<file path="src/rtl/bus_datapath_seq.sv">
// Single-bus CPU datapath with an internal micro-step sequencer: general registers,
// Y, ZHI/ZLO, HI and MDR share one bus, and commands run one at a time.
module bus_datapath_seq #(
    parameter int WIDTH   = 32,
    parameter int NREGS   = 16,
    parameter int R0_ZERO = 0
) (
    input  logic                     clock,
    input  logic                     clear,
    input  logic                     cmd_valid,
    output logic                     cmd_ready,
    input  logic [2:0]               cmd_op,
    input  logic [$clog2(NREGS)-1:0] cmd_rd,
    input  logic [$clog2(NREGS)-1:0] cmd_rs,
    input  logic [$clog2(NREGS)-1:0] cmd_rt,
    input  logic [WIDTH-1:0]         cmd_imm,
    output logic                     done,
    output logic                     busy,
    output logic [WIDTH-1:0]         hi_out,
    output logic [WIDTH-1:0]         bus_out,
    output logic                     mem_req,
    output logic                     mem_we,
    output logic [WIDTH-1:0]         mem_addr,
    output logic [WIDTH-1:0]         mem_wdata,
    input  logic [WIDTH-1:0]         mem_rdata,
    input  logic                     mem_ack,
    input  logic [$clog2(NREGS)-1:0] dbg_sel,
    output logic [WIDTH-1:0]         dbg_data
);

    localparam int AW = $clog2(NREGS);
    localparam int CW = $clog2(WIDTH) + 1;
    localparam bit R0Z = (R0_ZERO != 0);

    localparam logic [2:0] OP_ADD  = 3'd0;
    localparam logic [2:0] OP_SUB  = 3'd1;
    localparam logic [2:0] OP_AND  = 3'd2;
    localparam logic [2:0] OP_OR   = 3'd3;
    localparam logic [2:0] OP_MUL  = 3'd4;
    localparam logic [2:0] OP_MOVI = 3'd5;
    localparam logic [2:0] OP_LD   = 3'd6;
    localparam logic [2:0] OP_ST   = 3'd7;

    typedef enum logic [2:0] {IDLE, TY, TALU, TMUL, TMEM, TWB} state_t;

    state_t            state_q, state_d;
    logic [2:0]        op_q, op_d;
    logic [AW-1:0]     rd_q, rd_d, rs_q, rs_d, rt_q, rt_d;
    logic [WIDTH-1:0]  imm_q, imm_d;
    logic [WIDTH-1:0]  y_q, y_d, zhi_q, zhi_d, zlo_q, zlo_d;
    logic [WIDTH-1:0]  hi_q, hi_d, mdr_q, mdr_d;
    logic [CW-1:0]     cnt_q, cnt_d;
    logic              done_q, done_d;
    logic [WIDTH-1:0]  regs_q [NREGS];
    logic [WIDTH-1:0]  regs_d [NREGS];

    logic [WIDTH-1:0]  bus;
    logic [WIDTH-1:0]  rs_val, rt_val;
    logic [WIDTH:0]    mul_sum;

    assign rs_val   = (R0Z && rs_q == '0) ? '0 : regs_q[rs_q];
    assign rt_val   = (R0Z && rt_q == '0) ? '0 : regs_q[rt_q];
    assign dbg_data = (R0Z && dbg_sel == '0) ? '0 : regs_q[dbg_sel];

    // One shift-add step: ZLO holds the remaining multiplier bits, ZHI the running partial product.
    assign mul_sum = {1'b0, zhi_q} + (zlo_q[0] ? {1'b0, y_q} : {(WIDTH+1){1'b0}});

    always_comb begin
        state_d = state_q;
        op_d    = op_q;
        rd_d    = rd_q;
        rs_d    = rs_q;
        rt_d    = rt_q;
        imm_d   = imm_q;
        y_d     = y_q;
        zhi_d   = zhi_q;
        zlo_d   = zlo_q;
        hi_d    = hi_q;
        mdr_d   = mdr_q;
        cnt_d   = cnt_q;
        done_d  = 1'b0;
        regs_d  = regs_q;
        bus     = '0;

        case (state_q)
            IDLE: begin
                if (cmd_valid) begin
                    op_d  = cmd_op;
                    rd_d  = cmd_rd;
                    rs_d  = cmd_rs;
                    rt_d  = cmd_rt;
                    imm_d = cmd_imm;
                    case (cmd_op)
                        OP_MOVI:      state_d = TWB;
                        OP_LD, OP_ST: state_d = TMEM;
                        default:      state_d = TY;
                    endcase
                end
            end
            TY: begin
                bus = rs_val;
                y_d = bus;
                if (op_q == OP_MUL) begin
                    zhi_d   = '0;
                    zlo_d   = rt_val;
                    cnt_d   = '0;
                    state_d = TMUL;
                end else begin
                    state_d = TALU;
                end
            end
            TALU: begin
                bus   = rt_val;
                zhi_d = '0;
                case (op_q)
                    OP_ADD:  zlo_d = y_q + bus;
                    OP_SUB:  zlo_d = y_q - bus;
                    OP_AND:  zlo_d = y_q & bus;
                    default: zlo_d = y_q | bus;
                endcase
                state_d = TWB;
            end
            TMUL: begin
                bus   = rt_val;
                zhi_d = mul_sum[WIDTH:1];
                zlo_d = {mul_sum[0], zlo_q[WIDTH-1:1]};
                cnt_d = cnt_q + 1'b1;
                if (cnt_q == CW'(WIDTH - 1)) begin
                    state_d = TWB;
                end
            end
            TMEM: begin
                if (mem_ack) begin
                    if (op_q == OP_LD) begin
                        mdr_d = mem_rdata;
                    end
                    state_d = TWB;
                end
            end
            TWB: begin
                case (op_q)
                    OP_MOVI: bus = imm_q;
                    OP_LD:   bus = mdr_q;
                    OP_ST:   bus = '0;
                    default: bus = zlo_q;
                endcase
                if (op_q != OP_ST && !(R0Z && rd_q == '0)) begin
                    regs_d[rd_q] = bus;
                end
                if (op_q == OP_MUL) begin
                    hi_d = zhi_q;
                end
                done_d  = 1'b1;
                state_d = IDLE;
            end
            default: state_d = IDLE;
        endcase
    end

    always_ff @(posedge clock or negedge clear) begin
        if (!clear) begin
            state_q <= IDLE;
            op_q    <= '0;
            rd_q    <= '0;
            rs_q    <= '0;
            rt_q    <= '0;
            imm_q   <= '0;
            y_q     <= '0;
            zhi_q   <= '0;
            zlo_q   <= '0;
            hi_q    <= '0;
            mdr_q   <= '0;
            cnt_q   <= '0;
            done_q  <= 1'b0;
            for (int i = 0; i < NREGS; i++) begin
                regs_q[i] <= '0;
            end
        end else begin
            state_q <= state_d;
            op_q    <= op_d;
            rd_q    <= rd_d;
            rs_q    <= rs_d;
            rt_q    <= rt_d;
            imm_q   <= imm_d;
            y_q     <= y_d;
            zhi_q   <= zhi_d;
            zlo_q   <= zlo_d;
            hi_q    <= hi_d;
            mdr_q   <= mdr_d;
            cnt_q   <= cnt_d;
            done_q  <= done_d;
            regs_q  <= regs_d;
        end
    end

    assign cmd_ready = (state_q == IDLE);
    assign busy      = ~cmd_ready;
    assign done      = done_q;
    assign hi_out    = hi_q;
    assign bus_out   = bus;
    assign mem_req   = (state_q == TMEM);
    assign mem_we    = mem_req && (op_q == OP_ST);
    assign mem_addr  = rs_val;
    assign mem_wdata = rt_val;

endmodule

</file>
<file path="config.mk">
export PLATFORM = sky130hd
export DESIGN_NAME = bus_datapath_seq
export DESIGN_NICKNAME = d
export VERILOG_FILES = /design/src/rtl/bus_datapath_seq.sv
export SDC_FILE = /design/constraint.sdc
export NUM_CORES = 2
export LEC_CHECK = 0
export CAP_MARGIN = 20
export CORE_UTILIZATION = 55
export CTS_CLUSTER_SIZE = 14
export DETAILED_ROUTE_END_ITERATION = 10
export PLACE_DENSITY_LB_ADDON = 0.25
export REMOVE_ABC_BUFFERS = 1
export SKIP_LAST_GASP = 1
export SYNTH_ARGS = -nofsm -noshare
export SYNTH_HDL_FRONTEND = slang
export SYNTH_SLANG_ARGS = --single-unit
</file>
<file path="constraint.sdc">
create_clock -name clock -period 12.2 [get_ports clock]
set_clock_uncertainty 0.15 [all_clocks]
set_input_delay 3.66 -clock clock [delete_from_list [all_inputs] [get_ports clock]]
set_output_delay 3.66 -clock clock [all_outputs]
set_load 0.005 [all_outputs]
</file>
==> flow_metrics.tcl <==
set metrics [dict create \
    ctsHoldBuffers 0 \
    synth_seq_cells 729 \
    timing.rr.end "zlo_q[28]" \
    fillers 5963 \
    synthesis.area_um2 43480 \
    antenna_cells 0 \
    r2r_cells 21 \
    multi_input_area_um2 23920 \
    clockBufferDepth 3 \
    status "finished, final reports clean" \
    hold_ws_ps 354.9 \
    cts_tree "yes" \
    initial_core_util_pct 55.85 \
    place_congestion 0.9733 \
    finalMaxSlewViolations 0 \
    num_rows 102 \
    synth_cell_type_count 82 \
    worst_ep_arrival_time_ps 6400 \
    synth_ff_type "dfrtp_1" \
    cts-root-buf "clkbuf_16" \
    max_slew_margin_pct 27.00 \
    worstHoldStart "hi_out[3]" \
    final_common_cell "dfrtp_1" \
    clkTransAtPathRegs_ps 50 \
    critical_path_class "input port to primary output" \
    viasPerCell 6.943 \
    grt.overflow.total 0 \
    first_pass_iters 6 \
    drt-total-wl_mm 144.9 \
    grt_pass1_vias 34460 \
    worstMarginPinSlew_ps 1095 \
    synth-compound-area-share_pct 14.39 \
    synth_xor_area_share_pct 1.571 \
    final_cells 5096 \
    setup_viol 0 \
    path_cells "clkbuf_8 > buf_4 > mux4_2 > mux4_2 > clkdlybuf4s50_1" \
    syn_inst 3895 \
    numPortBuffers 251 \
    crit_path_end_kind "primary output" \
    crit_family "buffers and inverters" \
    clock.fmax_mhz 97.95 \
    finish.utilization_pct 64.00 \
    final-hold-violation-count 0 \
    die_y_um 283.2 \
    grt_max_degree 180 \
    ant_nets 0 \
    io_pins 252 \
    dr.first_iter.drc_count 4707 \
    crit_path_frequent_cell "mux4_2" \
    rsz0062_at_grt "no" \
    r2r_setup_slack_ps 4910 \
    postCtsSetupBuffers 0 \
    synth-simple-area-share_pct 9.914 \
    p_leak_uw 0.02104 \
    drcViolationCount 0 \
    seq_area_um2 18260 \
    worst_hold_path.endpoint "hi_out[3]" \
    area_delta_synth_final_pct 14.59 \
    clock_latency_ps 640 \
    max_stage_delay_ps 580 \
    muxShareOfSynthArea_pct 26.73 \
    antenna_found_initial 1 \
    nets 4150 \
    cts_num_sinks 729 \
    die_x_um 283.2 \
    path_buf_inv 3 \
    num_vias 35380 \
    r2r_start "rt_q[0]" \
    crit_slowest_cell "clkbuf_8" \
    finalCriticalPeriod_ps 10210 \
    grt_pass1_wl_mm 218.9 \
    dieArea_um2 80180 \
    ys_seq_area_share_pct 41.96 \
    vdd.ir_drop.worst_mv 0.1989 \
    drive_above_1_share_pct 21.60 \
    synth_top_family_by_area "multiplexers" \
    maxCapViolations 0 \
    min_path_cells 1 \
    synth_edf_count 0 \
    cp.required_ps 8390 \
    synthAdderAreaFrac_pct 2.020 \
    numCtsBuffers 79 \
    setup_tns_ps 0 \
    dp_cells 4949 \
    wl_per_cell_um 28.43 \
    cellPowerDensity_nw_per_um2 317.5 \
    core_um2 77850 \
    fin_crit_sh_pct 83.68 \
    avgSynthCellArea_um2 11.16 \
    postSynth.asyncResetShare_pct 100.0 \
    h-tree-depth 3 \
    hold_path.class "flip-flop to flip-flop" \
    critPathLaunchType "input port" \
    yosys_warnings 0 \
    dpl.hpwl_mm 87.73 \
    cts_resized 0 \
    cp_max_fo 63 \
    grt_usage_pct 36.38 \
    layout_common_cells "dfrtp_1 (721), mux4_2 (456), nand2_1 (453)" \
]
## final cells by class
type                       instances  share of cell area [%]
inverter                          36                  0.2712
multi-input combinational       2798                   48.02
sequential                       729                   36.65
timing repair buffer             350                   6.846
clock inverter                    29                  0.8990
tap                             1040                   2.612
clock buffer                     114                   4.701
## synth_stat cells, drive strengths merged, types with 8 or more instances
library cell / number / area (um2)
a22oi: 59 / 447.9
dfrtp: 729 / 18240
o22ai: 21 / 131.4
clkbuf: 272 / 1021
buf: 60 / 331.6
a22o: 44 / 385.4
o21ai: 295 / 1476
and2: 36 / 225.2
mux2: 111 / 1250
mux2i: 10 / 100.1
o21bai: 8 / 60.06
o221ai: 11 / 96.34
a222oi: 10 / 100.1
nand2: 460 / 1737
a21oi: 414 / 2072
nor2: 419 / 1575
o211ai: 37 / 277.8
inv: 35 / 131.4
o21a: 8 / 60.06
a221o: 8 / 80.08
nand2b: 15 / 93.84
nand3: 25 / 125.1
xnor2: 55 / 481.7
a211oi: 12 / 90.09
a21o: 41 / 307.8
mux4: 456 / 10270
and3: 9 / 56.30
ha: 67 / 838.3
nor3: 22 / 126.4
xor2: 23 / 201.4
nor2b: 10 / 62.56
a221oi: 14 / 212.7
a31oi: 21 / 131.4
nand4: 8 / 56.30
## per-layer routing
layer / vias up / track usage (%) / share of wire, %
met5: - / 0 / 0
met3: 476 / 9.147 / 13
met1: 17660 / 49.92 / 37
li1: 14800 / - / -
met4: 0 / 20.03 / 6.3
met2: 2439 / 53.41 / 44
## state kept, by name, indices dropped and copies added, names as in the netlist, 6 cells and up
| name | flops |
|---|---|
| hi_out | 32 |
| zlo_q | 32 |
| mdr_q | 32 |
| imm_q | 32 |
| zhi_q | 32 |
| y_q | 32 |
| cnt_q | 6 |
| regs_q | 512 |
## how the worst max path moves through the flow
| stage | startpoint | end | cells after the start |
|---|---|---|---|
| detailed placement | dbg_sel[0] | dbg_data[10] | 5 |
| floorplan | rt_q[0] | bus_out[15] | 4 |
| global placement | dbg_sel[0] | dbg_data[18] | 5 |
| global route | dbg_sel[0] | dbg_data[18] | 5 |
| finish | dbg_sel[0] | dbg_data[10] | 5 |
| CTS | dbg_sel[0] | dbg_data[10] | 5 |
## metrics by stage
stage               setup slack [ps]  cell area (um2)  power, uW
global route                    1836            49820      16620
finish                          1990            49820      15820
global placement                2010            46920      12750
floorplan                       1986            42130       9926
CTS                             1962            49710      15610
detailed placement              1965            46920      12950
## power breakdown
part / switching, uW / internal (uW) / total, uW / leakage, uW
combinational: 4730 / 4020 / 8750 / 0.00995
clock: 1030 / 1570 / 2600 / 0.00138
sequential: 1120 / 3340 / 4460 / 0.00970
total: 6890 / 8930 / 15800 / 0.0210
## cell families (layout without fill, tap and decap cells)
group | after synthesis | in the layout
buffers and inverters | 368 | 529
AOI/OAI and AO/OA | 1040 | 1040
and+or+nand+nor | 1034 | 1034
adders and majority gates | 69 | 69
muxes | 577 | 577
DFF | 729 | 729
xor gates and xnor gates | 78 | 78
No activity file was read; power rests on OpenSTA's default activity.
